$ cat config.mk
export PLATFORM = sky130hd
export DESIGN_NAME = risc_ctrl_seq
export DESIGN_NICKNAME = d
export VERILOG_FILES = /design/src/rtl/risc_ctrl_seq.sv
export SDC_FILE = /design/constraint.sdc
export NUM_CORES = 1
export LEC_CHECK = 0
export CAP_MARGIN = 20
export CORE_MARGIN = 5
export CORE_UTILIZATION = 50
export CTS_CLUSTER_DIAMETER = 100
export DETAILED_ROUTE_END_ITERATION = 10
export PLACE_DENSITY = 0.87
export SETUP_SLACK_MARGIN = 0.15
export SKIP_LAST_GASP = 1
export SLEW_MARGIN = 0
export SYNTH_ARGS = -nofsm -noshare
export SYNTH_HDL_FRONTEND = slang
export SYNTH_SLANG_ARGS = --single-unit
$ cat constraint.sdc
create_clock -name clk -period 4.5 [get_ports clk]
set_input_delay 0.675 -clock clk [delete_from_list [all_inputs] [get_ports clk]]
set_output_delay 0.675 -clock clk [all_outputs]
set_load 0.01 [all_outputs]
$ cat src/rtl/risc_ctrl_seq.sv
`default_nettype none
// ============================================================================
// risc_ctrl_seq : eight-phase control sequencer for the 8-bit accumulator CPU
// Revision 1.0  : initial release
// ============================================================================
module risc_ctrl_seq #(
  parameter int CNT_W = 16
) (
  input  logic             clk,
  input  logic             rst,
  input  logic             ena,
  input  logic [2:0]       opcode,
  input  logic             zero,
  output logic             sel,
  output logic             rd,
  output logic             ld_ir,
  output logic             inc_pc,
  output logic             ld_pc,
  output logic             ld_ac,
  output logic             wr,
  output logic             data_e,
  output logic             halt,
  output logic [2:0]       phase,
  output logic [CNT_W-1:0] instr_cnt
);

  typedef enum logic [2:0] {
    INST_ADDR  = 3'd0,
    INST_FETCH = 3'd1,
    INST_LOAD  = 3'd2,
    IDLE       = 3'd3,
    OP_ADDR    = 3'd4,
    OP_FETCH   = 3'd5,
    ALU_OP     = 3'd6,
    STORE      = 3'd7
  } phase_t;

  localparam logic [2:0] C_OP_HLT = 3'b000;
  localparam logic [2:0] C_OP_SKZ = 3'b001;
  localparam logic [2:0] C_OP_ADD = 3'b010;
  localparam logic [2:0] C_OP_AND = 3'b011;
  localparam logic [2:0] C_OP_XOR = 3'b100;
  localparam logic [2:0] C_OP_LDA = 3'b101;
  localparam logic [2:0] C_OP_STO = 3'b110;
  localparam logic [2:0] C_OP_JMP = 3'b111;

  localparam logic [CNT_W-1:0] C_CNT_MAX = {CNT_W{1'b1}};

  phase_t           r_phase;
  logic             r_halted;
  logic [CNT_W-1:0] r_cnt;
  logic [2:0]       w_phase_inc;
  logic             w_aluop;

  assign w_phase_inc = r_phase + 3'd1;

  always_ff @(posedge clk or posedge rst) begin
    if (rst) begin
      r_phase  <= INST_ADDR;
      r_halted <= 1'b0;
      r_cnt    <= '0;
    end else if (ena && !r_halted) begin
      // HLT parks the sequencer in OP_ADDR; the instruction never retires
      if (r_phase == OP_ADDR && opcode == C_OP_HLT) begin
        r_halted <= 1'b1;
      end else begin
        r_phase <= phase_t'(w_phase_inc);
        if (r_phase == STORE && r_cnt != C_CNT_MAX) begin
          r_cnt <= r_cnt + 1'b1;
        end
      end
    end
  end

  assign w_aluop = (opcode == C_OP_ADD) || (opcode == C_OP_AND) ||
                   (opcode == C_OP_XOR) || (opcode == C_OP_LDA);

  always_comb begin
    sel    = 1'b0;
    rd     = 1'b0;
    ld_ir  = 1'b0;
    inc_pc = 1'b0;
    ld_pc  = 1'b0;
    ld_ac  = 1'b0;
    wr     = 1'b0;
    data_e = 1'b0;
    halt   = 1'b0;
    if (r_halted) begin
      halt = 1'b1;
    end else begin
      case (r_phase)
        INST_ADDR: sel = 1'b1;
        INST_FETCH: begin
          sel = 1'b1;
          rd  = 1'b1;
        end
        INST_LOAD, IDLE: begin
          sel   = 1'b1;
          rd    = 1'b1;
          ld_ir = 1'b1;
        end
        OP_ADDR: begin
          inc_pc = 1'b1;
          halt   = (opcode == C_OP_HLT);
        end
        OP_FETCH: rd = w_aluop;
        ALU_OP: begin
          rd     = w_aluop;
          inc_pc = (opcode == C_OP_SKZ) && zero;
          ld_pc  = (opcode == C_OP_JMP);
          data_e = (opcode == C_OP_STO);
        end
        STORE: begin
          rd     = w_aluop;
          ld_ac  = w_aluop;
          ld_pc  = (opcode == C_OP_JMP);
          wr     = (opcode == C_OP_STO);
          data_e = (opcode == C_OP_STO);
        end
        default: ;
      endcase
    end
  end

  assign phase     = r_phase;
  assign instr_cnt = r_cnt;

endmodule
`default_nettype wire

==> metrics.yaml <==
synth:
  synth_edf_count: 0
  syn-num-nets: 120
  avgSynthCellArea_um2: 11.0
  synth.area.mux_share_pct: 3.52
  synth_area_leaders: "dfrtp_1 (43%), xnor2_1 (13%), ha_1 (6.4%)"
  syn-instance-count: 107
  yosys.cell_count.top_type: "dfrtp_1"
  synthArstFlopShare_pct: 100
  synth_cell_types: 28
  synth_area_um2: 1170
  synth-main-ff-cell: "dfrtp_1"
  synth_seq_area_share_pct: 42.6
  synthAdderAreaFrac_pct: 6.40
  yosys.area.top_type: "dfrtp_1"
  synth_top_family_by_area: "simple AND/OR/NAND/NOR gates"
  yosysTopAreaCellShare_pct: 42.6
  synth_compound_area_share_pct: 4.90
  yosysWarnings: 0
  synth_seq_cells: 20
  netlist_top_cells_count: "dfrtp_1 (20), xnor2_1 (17), nand2_1 (7), nor2_1 (7)"
  synth-xor-area-share_pct: 12.7
  synth_simple_gate_area_share_pct: 28.3
timing:
  finalHoldWorstSlack_ns: 0.509
  min_period_ns: 3.19
  setup_viol: 0
  max_freq_mhz: 314
  grt_setup_unrepaired: "false"
  fin_tns_setup_ns: 0
  worstMarginPinSlew_ns: 0.768
  drv_slew: 0
  period_share_pct: 70.9
  hold_viol_final: 0
  skew_ns: 0.00164
  max-slew-margin-rel_pct: 48.7
power:
  netSwitchingPower_mw: 0.247
  p_leak_nw: 0.681
  ir_drop_mv: 0.435
  p_int_mw: 0.452
  p_clk_share_pct: 14.8
  power_density_nw_per_um2: 442
  seqPwrFrac_pct: 38.5
  power.share.combinational_pct: 46.7
  swShare_pct: 35.3
  power_mw: 0.699
floorplanning:
  dieArea_um2: 3420
  core-area_um2: 2230
  die-height_um: 58.5
  rows: 17
  initial_utilization_pct: 52.5
  die_w_um: 58.5
  io_pins: 35
clocking:
  insertion_delay_ns: 0.29
  cts_root_buf: "clkbuf_4"
  cts_tree: "done"
  cts_sinks: 20
  cts_max_level: 1
  post_cts_resized: 0
  post-cts-setup-buffer-count: 0
  cts.clk_slew.worst_paths_ns: 0.11
  cts_hold_buf: 0
  tritoncts.num_buffers: 3
  clk_path_buf_depth: 2
routing:
  vias: 963
  post-route-drc-count: 0
  postRouteAntennaNets: 0
  via_per_inst: 5.60
  wirelength_mm: 2.56
  firstDrtPassIters: 6
  drt_iter0_markers: 18
  wire_per_inst_um: 14.9
grt:
  grt_overflow: 0
  grt_max_degree: 21
  grt_pass1_vias: 959
  grt_pass1_wl_mm: 4.28
  antenna_found_initial: 0
  track_usage_pct: 16.0
layout:
  antenna_cells: 0
  fin_util_pct: 70.8
  syn2layout_area_growth_pct: 34.8
  nets: 158
  nFillCells: 176
  layout-drive-gt1-share_pct: 10.4
worst_setup_path:
  crit_required_ns: 3.83
  max_stage_delay_ns: 0.53
  cp.arrival_ns: 2.51
  crit_path_frequent_cell: "clkdlybuf4s50_1"
  crit_type: "primary input to primary output"
  critPathSlowestCell: "clkdlybuf4s50_1"
  critical_path.cell_chain: "clkdlybuf4s50_1, nor4b_4, and2_1, or2_2, clkdlybuf4s50_1"
  cp-end-kind: "primary output"
  path_max_fanout: 4
  crit_path_start_kind: "primary input"
min_path:
  min_path_type: "flop to flop"
placed_design:
  portBuffers: 34
  place_congestion: 0.732
  place_hpwl_mm: 2.04
flow_run:
  cap_viol_max_count: 0
run_status:
  status: "finished, final reports clean"
[metrics by stage]
stage	worst slack (ns)	cells	cell area, um^2
after floorplan	2.44	107	1170
after detailed placement	1.31	168	1550
after global routing	1.21	172	1580
after CTS	1.31	172	1580
after global placement	1.36	168	1550
final	1.31	172	1580
[worst paths after layout]
kind	to	depth (start not counted)	start	slack [ns]
max	halt	5	opcode[1]	1.31
min	instr_cnt[15]$_DFFE_PP0P_	1	instr_cnt[15]$_DFFE_PP0P_	0.51
max reg2reg	instr_cnt[4]$_DFFE_PP0P_	6	phase[1]$_DFFE_PP0P_	2.59
min reg2reg	instr_cnt[15]$_DFFE_PP0P_	1	instr_cnt[15]$_DFFE_PP0P_	0.51
max in group asynchronous	r_halted$_DFFE_PP0P_	2	rst	3.22
min in group asynchronous	instr_cnt[2]$_DFFE_PP0P_	2	rst	0.80
[critical path, delay by kind of cell]
| kind | cells | cell delay, ns |
|---|---|---|
| buffers and inverters | 2 | 1.04 |
| AND/OR/NAND/NOR | 3 | 0.80 |
[power by group through the flow]
stage | registers [mW] | clock network [mW] | logic (mW)
after CTS | 0.270 | 0.107 | 0.330
after global placement | 0.271 | 0 | 0.320
final | 0.269 | 0.103 | 0.326
after global routing | 0.277 | 0.114 | 0.354
after floorplan | 0.267 | 0 | 0.178
after detailed placement | 0.274 | 0 | 0.329
[sequential cells by signal, summed over array words and instances, names as in the netlist]
register   count
instr_cnt     16
phase          3
r_halted       1
[area by class of cell]
type	instances	area (um^2)	area share [%]
clock buffers	4	36.3	2.29
multi-input cells	82	654	41.4
flip-flops and latches	20	500	31.6
repair buffers	34	340	21.5
well taps	28	35.0	2.22
inverters	4	15.0	0.949
[cell families (layout without fill, tap and decap cells)]
kind of cell	count (synthesis)	after routing
xor+xnor	17	17
flops	20	20
compound gates	6	6
buf+inv	5	42
simple gates	50	50
mux	3	3
fa+ha+maj	6	6
[layer usage]
| metal | track usage, % | share of wire, % |
|---|---|---|
| met1 | 19.8 | 42 |
| met4 | 5.30 | 0.70 |
| met5 | 0 | 0 |
| met2 | 27.6 | 53 |
| met3 | 3.07 | 4.6 |
[placed cells by master (no fill, tap or decap)]
| cell | Yosys | routed |
|---|---|---|
| nand3b_4 | 1 | 1 |
| a211oi_1 | 1 | 1 |
| nand4_2 | 1 | 1 |
| clkbuf_4 | 0 | 3 |
| and3_1 | 5 | 5 |
| nand4b_1 | 2 | 2 |
| nor3_1 | 1 | 1 |
| and2_1 | 3 | 3 |
| nand2_1 | 7 | 7 |
| nor3b_1 | 1 | 1 |
| clkdlybuf4s50_1 | 0 | 34 |
| nor2_1 | 7 | 7 |
| nor3b_2 | 1 | 1 |
| a21o_1 | 1 | 1 |
| ha_1 | 6 | 6 |
| a41oi_1 | 1 | 1 |
| clkbuf_8 | 0 | 1 |
| a211oi_2 | 2 | 2 |
| nand4_1 | 6 | 6 |
| mux2_4 | 2 | 2 |
| nand2b_1 | 2 | 2 |
| dfrtp_1 | 20 | 20 |
| mux2_2 | 1 | 1 |
| a21oi_2 | 1 | 1 |
| xnor2_1 | 17 | 17 |
| inv_1 | 4 | 4 |
| or2_2 | 1 | 1 |
| and4_1 | 5 | 5 |
| nor4b_4 | 1 | 1 |
| nand3_1 | 6 | 6 |
Note: power is estimated with default switching activity, not from simulation.
